==> src/rtl/fnd_pkg.sv <==
// Shared definitions for the FND digit scanner.
// The package holds:
//   - state_t    : scanner FSM states (IDLE, BLANK, SHOW)
//   - digit_on   : output level that lights a digit, keyed by ACTIVE_LOW
//   - digit_off  : output level that darkens a digit, keyed by ACTIVE_LOW
//   - DEF_*      : default timing (100 MHz clock, 1 ms slot, 20 us blank)
package fnd_pkg;

  typedef enum logic [1:0] {
    IDLE  = 2'd0,
    BLANK = 2'd1,
    SHOW  = 2'd2
  } state_t;

  localparam int DEF_CLK_HZ       = 100_000_000;
  localparam int DEF_SLOT_CYCLES  = DEF_CLK_HZ / 1000;
  localparam int DEF_BLANK_CYCLES = 2000;

  function automatic logic digit_on(input bit active_low);
    return ~active_low;
  endfunction

  function automatic logic digit_off(input bit active_low);
    return active_low;
  endfunction

endpackage

==> src/rtl/fnd_slot_timer.sv <==
// Slot counter for the FND digit scanner.
// Counts 0..SLOT_CYCLES-1 while run is high and wraps to 0 on its own.
// Ports:
//   clk        : clock, rising edge
//   rst        : asynchronous active-high reset
//   clr        : synchronous clear to 0 (wins over run)
//   run        : advance the counter this cycle
//   blank_done : count is on the last dark cycle of the slot
//   slot_done  : count is on the last cycle of the slot
module fnd_slot_timer
  import fnd_pkg::*;
#(
  parameter int SLOT_CYCLES  = DEF_SLOT_CYCLES,
  parameter int BLANK_CYCLES = DEF_BLANK_CYCLES
) (
  input  logic clk,
  input  logic rst,
  input  logic clr,
  input  logic run,
  output logic blank_done,
  output logic slot_done
);

  localparam int CNT_W = $clog2(SLOT_CYCLES);

  logic [CNT_W-1:0] count;

  assign blank_done = (count == CNT_W'(BLANK_CYCLES - 1));
  assign slot_done  = (count == CNT_W'(SLOT_CYCLES - 1));

  always_ff @(posedge clk or posedge rst) begin
    if (rst) begin
      count <= '0;
    end else if (clr) begin
      count <= '0;
    end else if (run) begin
      count <= slot_done ? '0 : count + CNT_W'(1);
    end
  end

endmodule

==> src/rtl/fnd_digit_scanner.sv <==
// Time-multiplexed digit enable controller for a multi-digit FND display.
// Each digit owns a slot of SLOT_CYCLES clocks; the first BLANK_CYCLES of
// every slot are dark so the upstream segment mux can switch data without
// ghosting. All outputs are registered.
// Ports:
//   i_clk          : clock, rising edge
//   i_reset        : asynchronous active-high reset
//   i_en           : 1 = scan, 0 = all digits dark and scanner parked
//   i_digit_mask   : bit k = 1 keeps digit k dark during its slot
//   o_digit        : digit enables, at most one at the active level
//   o_digit_sel    : index of current/next digit for the segment mux
//   o_digit_strobe : one-cycle pulse on the first dark cycle of each slot
module fnd_digit_scanner
  import fnd_pkg::*;
#(
  parameter int NUM_DIGITS   = 4,
  parameter int SLOT_CYCLES  = DEF_SLOT_CYCLES,
  parameter int BLANK_CYCLES = DEF_BLANK_CYCLES,
  parameter bit ACTIVE_LOW   = 1'b1
) (
  input  logic                          i_clk,
  input  logic                          i_reset,
  input  logic                          i_en,
  input  logic [NUM_DIGITS-1:0]         i_digit_mask,
  output logic [NUM_DIGITS-1:0]         o_digit,
  output logic [$clog2(NUM_DIGITS)-1:0] o_digit_sel,
  output logic                          o_digit_strobe
);

  localparam int SEL_W = $clog2(NUM_DIGITS);
  localparam logic LVL_ON  = digit_on(ACTIVE_LOW);
  localparam logic LVL_OFF = digit_off(ACTIVE_LOW);
  localparam logic [NUM_DIGITS-1:0] ALL_OFF = {NUM_DIGITS{LVL_OFF}};

  state_t                  state;
  state_t                  state_next;
  logic [SEL_W-1:0]        sel_next;
  logic                    strobe_next;
  logic [NUM_DIGITS-1:0]   digit_next;
  logic                    tmr_clr;
  logic                    tmr_run;
  logic                    blank_done;
  logic                    slot_done;

  fnd_slot_timer #(
    .SLOT_CYCLES (SLOT_CYCLES),
    .BLANK_CYCLES(BLANK_CYCLES)
  ) u_timer (
    .clk       (i_clk),
    .rst       (i_reset),
    .clr       (tmr_clr),
    .run       (tmr_run),
    .blank_done(blank_done),
    .slot_done (slot_done)
  );

  always_comb begin
    state_next  = state;
    sel_next    = o_digit_sel;
    strobe_next = 1'b0;
    tmr_clr     = 1'b0;
    tmr_run     = (state != IDLE);
    digit_next  = ALL_OFF;

    // Disable outranks every transition, including the slot-end wrap.
    if (!i_en) begin
      state_next = IDLE;
      sel_next   = '0;
      tmr_clr    = 1'b1;
    end else begin
      case (state)
        IDLE: begin
          state_next  = BLANK;
          sel_next    = '0;
          strobe_next = 1'b1;
          tmr_clr     = 1'b1;
        end
        BLANK: begin
          if (blank_done) state_next = SHOW;
        end
        SHOW: begin
          // The timer wraps itself to 0 on slot_done.
          if (slot_done) begin
            state_next  = BLANK;
            sel_next    = (o_digit_sel == SEL_W'(NUM_DIGITS - 1)) ?
                          '0 : o_digit_sel + SEL_W'(1);
            strobe_next = 1'b1;
          end
        end
        default: begin
          state_next = IDLE;
          sel_next   = '0;
          tmr_clr    = 1'b1;
        end
      endcase
    end

    // Enables are computed from the next state so o_digit stays registered
    // and lines up with the state it belongs to.
    if (state_next == SHOW && !i_digit_mask[sel_next]) begin
      digit_next[sel_next] = LVL_ON;
    end
  end

  always_ff @(posedge i_clk or posedge i_reset) begin
    if (i_reset) begin
      state          <= IDLE;
      o_digit        <= ALL_OFF;
      o_digit_sel    <= '0;
      o_digit_strobe <= 1'b0;
    end else begin
      state          <= state_next;
      o_digit        <= digit_next;
      o_digit_sel    <= sel_next;
      o_digit_strobe <= strobe_next;
    end
  end

endmodule

==> config.mk <==
export PLATFORM = sky130hd
export DESIGN_NAME = fnd_digit_scanner
export DESIGN_NICKNAME = d
export VERILOG_FILES = /design/src/rtl/fnd_pkg.sv /design/src/rtl/fnd_slot_timer.sv /design/src/rtl/fnd_digit_scanner.sv
export SDC_FILE = /design/constraint.sdc
export NUM_CORES = 1
export LEC_CHECK = 0
export CAP_MARGIN = 15
export CORE_AREA = 5 5 73 58
export CTS_BUF_LIST = sky130_fd_sc_hd__clkbuf_8
export DETAILED_ROUTE_END_ITERATION = 6
export DIE_AREA = 0 0 78 63
export RECOVER_POWER = 50
export SLEW_MARGIN = 10
export SYNTH_ARGS = -nofsm -noshare
export SYNTH_HDL_FRONTEND = slang
export SYNTH_HIERARCHICAL = 1
export SYNTH_SLANG_ARGS = --single-unit
==> constraint.sdc <==
create_clock -name i_clk -period 6.7 [get_ports i_clk]
set_clock_uncertainty 0.1 [all_clocks]
set_input_delay 1.005 -clock i_clk [delete_from_list [all_inputs] [get_ports i_clk]]
set_output_delay 1.005 -clock i_clk [all_outputs]
set_load 0.03 [all_outputs]
==> results.py, run 1 <==
metrics = {
    "status": {
        "outcome": "finished clean",
    },
    "worst_hold_path": {
        "hold_path_depth": 2,
        "min_delay_worst_endpoint": "u_timer/count[1]$_DFFE_PP0P_",
        "hold_class": "flop to flop",
        "hold_start": "u_timer/count[1]$_DFFE_PP0P_",
    },
    "cts": {
        "post_cts_buffers": 0,
        "clk_pin_slew_ns": 0.09,
        "cts_root_buf": "clkbuf_8",
        "cts_inserted_buffers": 3,
        "cts_resized": 0,
        "clk-insertion-delay-late_ns": 0.27,
        "cts_htree_levels": 1,
        "ctsHoldBuffers": 0,
        "cts_num_sinks": 26,
        "clockBufferDepth": 2,
        "cts_tree": "built",
    },
    "route": {
        "drt_first_pass_iters": 4,
        "drt_iter0_drc": 62,
        "routed_wl_um": 3180,
        "ant_nets": 0,
        "vias": 1177,
        "wl_per_cell_um": 15.1,
        "drc": 0,
        "viasPerCell": 5.60,
    },
    "synth": {
        "syn-mean-instance-area_um2": 9.60,
        "ys_ff_latch": 26,
        "syn_nets": 167,
        "synth-edff-count": 0,
        "yosysSeqAreaShare_pct": 44.3,
        "synth.cell_area_mm2": 0.00148,
        "syn-instance-count": 154,
        "yosys_warnings": 6,
        "synthArstFlopShare_pct": 100,
        "synth_flop_cell": "dfrtp_1",
        "ys_types": 39,
    },
    "die": {
        "dieArea_mm2": 0.00491,
        "start_util_pct": 42.3,
        "coreArea_mm2": 0.00349,
        "die_height_um": 63,
        "die_w_um": 78,
        "pin_count": 14,
        "rows": 19,
    },
    "cells_and_area": {
        "final_cell_mix": "dfrtp_1, nor2_1, nand2_1, clkdlybuf4s50_1",
        "fin_nets": 182,
        "layout.cells.most_common": "dfrtp_1",
        "fin_area_mm2": 0.00171,
        "layout-drive-gt1-share_pct": 8.93,
        "antenna_cells": 0,
        "finalNonFillerCells": 210,
        "area.growth.synth_to_final_pct": 15.8,
        "final_util_pct": 49.0,
    },
    "global_routing": {
        "grt_pass1_vias": 1168,
        "grt_max_degree": 18,
        "antenna_found_initial": 0,
        "grt-ovfl-total": 0,
        "grt_pass1_wl_um": 5500,
        "grt.total_usage_pct": 13.7,
    },
    "sta": {
        "hold_viol_final": 0,
        "timing.fmax_mhz": 363,
        "min_period_ns": 2.76,
        "rsz0062_at_grt": "no",
        "finalSetupViolCount": 0,
        "worst_pin_slew_ns": 0.731,
        "max_slew_margin_pct": 51.1,
        "fin_crit_sh_pct": 41.2,
        "finalMaxSlewViolations": 0,
        "tns_ns": 0,
        "setup_ws_ns": 3.94,
    },
    "power_and_ir_drop": {
        "p_sw_w": 0.0000655,
        "p_per_area_mw_per_mm2": 182,
        "p_leak_nw": 0.658,
        "vdd_ir_drop_max_v": 0.000166,
        "p_int_w": 0.000246,
        "p_clk_share_pct": 41.9,
        "power_frac_seq_pct": 51.2,
        "sw_frac_of_total_pct": 21.0,
        "comb_power_share_pct": 6.9,
    },
    "place": {
        "post-place-ws_ns": 3.82,
        "dp_hpwl_um": 2320,
        "dpl-instance-area_mm2": 0.00164,
        "port_buffers": 13,
        "dp_cells": 206,
        "place.gp.congestion": 0.842,
    },
    "critical_path": {
        "max_stage_delay_ns": 0.57,
        "cp.required_ns": 6.81,
        "crit_family": "simple AND/OR/NAND/NOR gates",
        "crit_fanout": 7,
        "worstRegToRegCells": 7,
        "critical_path.cell_chain": "nor4_1 -> nand3b_1 -> nor3_1 -> nand2_1 -> or3_1 -> a31oi_2 -> nand4bb_1",
        "start_kind": "flop",
        "cp.arrival_ns": 2.87,
        "path_class": "flop to flop",
        "r2r-end": "o_digit[1]$_DFF_PP1_",
        "slowest_stage": "nor3_1",
        "worstReg2RegStart": "u_timer/count[11]$_DFFE_PP0P_",
        "reg2reg_setup_slack_ns": 3.94,
        "end_kind": "flop",
        "worst-path-buf-inv": 0,
    },
    "flow_run": {
        "drv_cap": 0,
    },
}
## cell families (layout without fill, tap and decap cells)
| logic type | count (synthesis) | count (layout) | synth area share (%) |
|---|---|---|---|
| adder cells (fa/ha/maj) | 6 | 6 | 5.08 |
| flip-flops | 26 | 26 | 44.3 |
| buffers and inverters | 13 | 27 | 3.89 |
| AO/OA/AOI/OAI | 25 | 25 | 11.8 |
| XOR/XNOR | 10 | 10 | 5.92 |
| AND/OR/NAND/NOR | 74 | 74 | 28.9 |
## cell type report
| type | instances | area, um2 |
|---|---|---|
| clock buffer | 3 | 41.3 |
| multi-input combinational | 115 | 766 |
| timing repair buffer | 13 | 130 |
| tap | 42 | 52.6 |
| fill | 321 | 1780 |
| sequential | 26 | 656 |
| clock inverter | 1 | 30.0 |
| inverter | 10 | 37.5 |
## synthesized netlist by cell type (all sizes together) (3+ instances only)
cell / number / area, um2
inv: 10 / 37.5
nand2: 12 / 45.0
nor3: 5 / 25.0
ha: 6 / 75.1
nor2: 14 / 52.6
nand3: 7 / 35.0
o21ai: 9 / 45.0
and4: 3 / 27.5
a21oi: 9 / 48.8
dfrtp: 22 / 551
nand2b: 3 / 18.8
dfstp: 4 / 105
xor2: 8 / 70.1
or3: 7 / 45.1
nand4: 10 / 62.6
## power by group through the flow
stage               clock network (W)  registers [W]  logic (W)
floorplan                           0       0.000163  0.0000138
global placement                    0       0.000162  0.0000214
detailed placement                  0       0.000162  0.0000219
CTS                          0.000135       0.000159  0.0000221
global route                 0.000139       0.000159  0.0000245
finish                       0.000130       0.000159  0.0000215
## tightest hold or removal path, stage by stage, from the launching register on
cell	delay [ns]
dfrtp_1	0.39
nand2_1	0.06
o21ai_0	0.07
## state kept, by name, indices dropped and copies added, names as in the netlist
name / flops
u_timer/count: 17
o_digit: 4
o_digit_sel: 2
state: 2
o_digit_strobe: 1
## worst max-delay path by stage
stage,from,endpoint,slack [ns],cells after the start
finish,u_timer/count[11]$_DFFE_PP0P_,o_digit[1]$_DFF_PP1_,3.94,7
global route,u_timer/count[11]$_DFFE_PP0P_,o_digit[2]$_DFF_PP1_,3.69,7
CTS,u_timer/count[11]$_DFFE_PP0P_,o_digit[2]$_DFF_PP1_,3.95,7
detailed placement,i_en,u_timer/count[12]$_DFFE_PP0P_,3.82,6
global placement,i_en,u_timer/count[14]$_DFFE_PP0P_,3.89,6
floorplan,u_timer/count[0]$_DFFE_PP0P_,o_digit[0]$_DFF_PP1_,4.40,8
## layer usage
metal  up-vias  wire, um  track usage, %
met1       574      1540            19.6
met3         2       142            3.31
met2        21      1470            21.5
li1        580         -               -
met5         -         0               0
met4         0        19            2.32
## per-stage QoR
step                      power [W]  hold slack [ns]
after floorplan            0.000177            0.390
after global placement     0.000184            0.422
after detailed placement   0.000184            0.430
after CTS                  0.000316            0.453
after global routing       0.000323            0.494
final                      0.000311            0.453
Note: power is estimated with default switching activity, not from simulation.
==> run 2: changes to the inputs <==
- clock period: 6.7 -> 2.7 ns (I/O delays scaled with it)
==> run 2 against run 1 <==
Hold slack improved by 0.00060 ns; non-clock buffer count up 3; wire length fell by 4.2%; final cell count grew 1.4%; critical endpoint is now o_digit[0]$_DFF_PP1_; largest power group unchanged; highest routed layer unchanged.
==> results.py, run 2 (synthesis results as in run 1) <==
metrics = {
    "cts": {
        "cts_inserted_buffers": 3,
        "cts_htree_levels": 1,
        "cts_num_sinks": 26,
        "cts_resized": 0,
        "clk-insertion-delay-late_ns": 0.27,
        "cts_root_buf": "clkbuf_8",
        "post_cts_buffers": 0,
        "clk_pin_slew_ns": 0.09,
        "ctsHoldBuffers": 0,
        "clockBufferDepth": 2,
        "cts_tree": "built",
    },
    "critical_path": {
        "cp.arrival_ns": 2.56,
        "start_kind": "flop",
        "cp.required_ns": 2.79,
        "path_class": "flop to flop",
        "worstRegToRegCells": 7,
        "crit_fanout": 7,
        "end_kind": "flop",
    },
    "cells_and_area": {
        "area.growth.synth_to_final_pct": 16.7,
        "finalNonFillerCells": 213,
        "layout.cells.most_common": "dfrtp_1",
        "fin_nets": 185,
        "register_area_um2": 656,
        "largest_reg_flops": 17,
        "fin_area_mm2": 0.00173,
        "layout-drive-gt1-share_pct": 11.7,
        "multi_input_area_um2": 782,
        "n_fill_cell": 324,
        "antenna_cells": 0,
        "top_regs": "u_timer/count x17, o_digit x4",
        "largest-register": "u_timer/count",
        "final_cell_mix": "dfrtp_1, nor2_1, nand2_1, inv_1",
    },
    "sta": {
        "max_slew_margin_pct": 55.5,
        "hold_viol_final": 0,
        "rsz0062_at_grt": "no",
        "finalMaxSlewViolations": 0,
        "tns_ns": 0,
        "finalSetupViolCount": 0,
        "fin_crit_sh_pct": 91.7,
        "timing.fmax_mhz": 404,
        "min_period_ns": 2.48,
        "worst_pin_slew_ns": 0.667,
    },
    "global_routing": {
        "grt.total_usage_pct": 13.3,
        "grt_max_degree": 18,
        "antenna_found_initial": 0,
        "grt-ovfl-total": 0,
        "grt_pass1_vias": 1101,
        "grt_pass1_wl_um": 5320,
    },
    "route": {
        "wl_per_cell_um": 14.3,
        "drt_first_pass_iters": 4,
        "vias": 1152,
        "viasPerCell": 5.41,
        "ant_nets": 0,
        "routed_wl_um": 3050,
        "drc": 0,
        "drt_iter0_drc": 39,
    },
    "power_and_ir_drop": {
        "p_per_area_mw_per_mm2": 387,
        "vdd_ir_drop_max_v": 0.000256,
        "p_leak_nw": 0.669,
    },
    "die": {
        "die_height_um": 63,
        "rows": 19,
        "pin_count": 14,
        "start_util_pct": 42.3,
        "coreArea_mm2": 0.00349,
        "die_w_um": 78,
        "dieArea_mm2": 0.00491,
    },
    "flow_run": {
        "drv_cap": 0,
    },
    "place": {
        "place.gp.congestion": 0.832,
        "dp_hpwl_um": 2350,
        "port_buffers": 13,
        "dpl-instance-area_mm2": 0.00166,
        "dp_cells": 209,
    },
    "worst_hold_path": {
        "hold_class": "input pin to asynchronous set/reset pin",
    },
    "status": {
        "outcome": "finished clean",
    },
}
## run 2: cell types whose count changed in the layout (fill, tap and decap cells not counted), sizes merged
cell	before	now
dlygate4sd3	2	3
clkdlybuf4s50	11	10
bufinv	1	0
inv	10	11
buf	0	3
## run 2: worst paths after layout
kind | startpoint | slack [ns] | end
max | u_timer/count[11]$_DFFE_PP0P_ | 0.22 | o_digit[0]$_DFF_PP1_
min | i_reset | 0.45 | o_digit_sel[0]$_DFF_PP0_
max reg2reg | u_timer/count[11]$_DFFE_PP0P_ | 0.22 | o_digit[0]$_DFF_PP1_
min reg2reg | u_timer/count[0]$_DFFE_PP0P_ | 0.45 | u_timer/count[0]$_DFFE_PP0P_
max in group asynchronous | i_reset | 1.49 | u_timer/count[16]$_DFFE_PP0P_
min in group i_clk | u_timer/count[0]$_DFFE_PP0P_ | 0.45 | u_timer/count[0]$_DFFE_PP0P_
## run 2: routing by layer
layer  global-route usage, %  up-vias  share of wire [%]  routed length (um)
met5                       0        -                  0                   0
met4                    1.90        0               0.62                  19
met3                    3.31        2                4.0                 121
met2                    19.6       16                 43                1320
met1                    20.1      549                 52                1580
li1                        -      585                  -                   -
## run 2: report_power, final
| group | leakage [nW] | internal, W | switching (W) | total, W |
|---|---|---|---|---|
| Combinational | 0.295 | 0.0000211 | 0.0000351 | 0.0000561 |
| Sequential | 0.346 | 0.000392 | 0.00000281 | 0.000395 |
| Clock | 0.0269 | 0.000102 | 0.000115 | 0.000217 |
| Total | 0.669 | 0.000515 | 0.000153 | 0.000668 |
## run 2: layout make-up
cell class,count,area share [%]
multi-input cells,115,45.3
flip-flops and latches,26,38.0
repair buffers,16,8.85
well taps,42,3.05
clock buffers,3,2.39
inverters,10,2.18
clock inverters,1,0.218
## run 2: through the flow
stage                     hold slack (ns)  utilization, %  setup WS, ns  power, W
after floorplan                     0.130               -         0.400  0.000439
after global placement              0.426            47.6         0.191  0.000460
after detailed placement            0.439            47.6         0.152  0.000461
after CTS                           0.332            48.9         0.122  0.000680
after global routing                0.493            49.4       0.00759  0.000702
final                               0.454            49.4         0.225  0.000668
## run 2: critical path, cell delays in order, from the launching register on
cell	delay, ns
dfrtp_1	0.45
nor4_2	0.33
nand3b_1	0.21
nor3_2	0.26
nand2b_1	0.13
a21oi_1	0.11
nor4b_4	0.34
or4b_1	0.46
==> run 3: changes to the inputs <==
- CORE_AREA: 5 5 73 58 -> 2 2 70 55
- DIE_AREA: 0 0 78 63 -> 0 0 72 57
==> run 3 against run 2 <==
Sequential cell count unchanged; fmax fell by 2.8%; critical path depth stayed put; wire length is 1.2% lower; first-iteration DRC count up 62%; critical endpoint unchanged; largest cell class unchanged; highest routed layer unchanged.
==> results.py, run 3 (synthesis results as in run 1) <==
metrics = {
    "status": {
        "outcome": "finished clean",
    },
    "cts": {
        "cts_inserted_buffers": 3,
        "cts_num_sinks": 26,
        "clk_pin_slew_ns": 0.09,
        "cts_tree": "built",
        "clockBufferDepth": 2,
        "clk-insertion-delay-late_ns": 0.27,
        "cts_root_buf": "clkbuf_8",
        "cts_htree_levels": 1,
    },
    "critical_path": {
        "cp.required_ns": 2.79,
        "crit_family": "simple AND/OR/NAND/NOR gates",
        "critical_path.cell_chain": "nor4_1 -> nand3b_1 -> nor3_1 -> nand2b_1 -> a21oi_1 -> nor4b_4 -> or4b_1",
        "crit_fanout": 7,
        "worstReg2RegStart": "u_timer/count[11]$_DFFE_PP0P_",
        "path_class": "flop to flop",
        "critical_path.startpoint": "u_timer/count[11]$_DFFE_PP0P_",
        "max_stage_delay_ns": 0.47,
        "slowest_stage": "or4b_1",
        "start_kind": "flop",
        "worst-path-buf-inv": 0,
        "end_kind": "flop",
        "cp.arrival_ns": 2.64,
    },
    "sta": {
        "hold_viol_final": 0,
        "timing.fmax_mhz": 393,
        "finalMaxSlewViolations": 0,
        "fin_crit_sh_pct": 94.3,
        "max_slew_margin_pct": 57.0,
        "tns_ns": 0,
        "hold-worst-slack_ns": 0.455,
        "setup_ws_ns": 0.153,
        "finalSetupViolCount": 0,
        "worst_pin_slew_ns": 0.645,
        "min_period_ns": 2.55,
    },
    "global_routing": {
        "antenna_found_initial": 0,
        "grt_pass1_vias": 1083,
        "grt_max_degree": 18,
        "grt_util_met2_pct": 22.6,
        "grt.busiest_layer": "met1",
        "grt.total_usage_pct": 16.3,
        "grt-ovfl-total": 0,
        "met3_usage_pct": 4.42,
        "grt_pass1_wl_um": 5240,
        "grtUsageMet1_pct": 25.6,
    },
    "cells_and_area": {
        "antenna_cells": 0,
        "final_util_pct": 49.3,
        "top_regs": "u_timer/count x17, o_digit x4",
        "register_area_um2": 656,
        "largest_reg_flops": 17,
        "final_cell_mix": "dfrtp_1, nor2_1, nand2_1",
        "area.growth.synth_to_final_pct": 16.6,
        "layout-drive-gt1-share_pct": 11.1,
        "largest-register": "u_timer/count",
        "fin_nets": 185,
        "n_fill_cell": 323,
        "finalNonFillerCells": 213,
        "multi_input_area_um2": 771,
        "layout.cells.most_common": "dfrtp_1",
    },
    "route": {
        "drt_iter0_drc": 63,
        "vias": 1161,
        "wl_per_cell_um": 14.1,
        "ant_nets": 0,
        "drt_first_pass_iters": 4,
        "drc": 0,
        "routed_wl_um": 3010,
        "viasPerCell": 5.45,
    },
    "die": {
        "pin_count": 14,
        "dieArea_mm2": 0.00410,
        "start_util_pct": 42.3,
        "die_height_um": 57,
        "coreArea_mm2": 0.00349,
        "rows": 19,
        "die_w_um": 72,
    },
    "power_and_ir_drop": {
        "p_per_area_mw_per_mm2": 407,
        "vdd_ir_drop_max_v": 0.000268,
        "p_leak_nw": 0.669,
    },
    "flow_run": {
        "drv_cap": 0,
    },
    "place": {
        "dp_hpwl_um": 2280,
        "dp_cells": 209,
        "place.gp.congestion": 0.844,
        "port_buffers": 13,
        "post-place-ws_ns": 0.114,
    },
    "worst_hold_path": {
        "hold_class": "input pin to asynchronous set/reset pin",
    },
}
[run 3: what timing repair did]
action,in CTS,in global routing
buffers inserted,0,0
endpoints found under the hold margin,0,0
endpoints found under the setup margin,0,4
hold buffers,0,0
resized for setup,0,1
[run 3: cell type report]
cell class,instances,share of cell area (%)
multi-input cells,115,44.7
flip-flops and latches,26,38.0
repair buffers,16,8.85
clock buffers,4,3.19
well taps,42,3.05
inverters,10,2.18
[run 3: report_power, final]
| part | total (W) | internal [W] | leakage (nW) | switching (W) |
|---|---|---|---|---|
| clock network | 0.000250 | 0.000130 | 0.0288 | 0.000120 |
| registers | 0.000395 | 0.000392 | 0.346 | 0.00000282 |
| logic | 0.0000562 | 0.0000210 | 0.294 | 0.0000352 |
| total | 0.000702 | 0.000544 | 0.669 | 0.000158 |
[run 3: path summary, 6_finish.rpt]
check	slack [ns]	endpoint	cells past startpoint
worst min register to register	0.46	u_timer/count[0]$_DFFE_PP0P_	1
max in group asynchronous	1.50	u_timer/count[4]$_DFFE_PP0P_	2
min in group i_clk	0.46	u_timer/count[0]$_DFFE_PP0P_	1
worst max-delay path	0.15	o_digit[0]$_DFF_PP1_	7
worst min-delay path	0.46	o_digit_sel[1]$_DFF_PP0_	2
worst max register to register	0.15	o_digit[0]$_DFF_PP1_	7
[run 3: metrics by stage]
step	total power, W	cell area, um2
after global routing	0.000737	1720
after floorplan	0.000439	1480
final	0.000702	1720
after global placement	0.000460	1660
after CTS	0.000712	1720
after detailed placement	0.000460	1660
[run 3: routing by layer]
metal | part of all wire [%] | wire [um]
met5 | 0 | 0
met4 | 0.53 | 16
met3 | 3.6 | 108
met2 | 43 | 1280
met1 | 53 | 1600
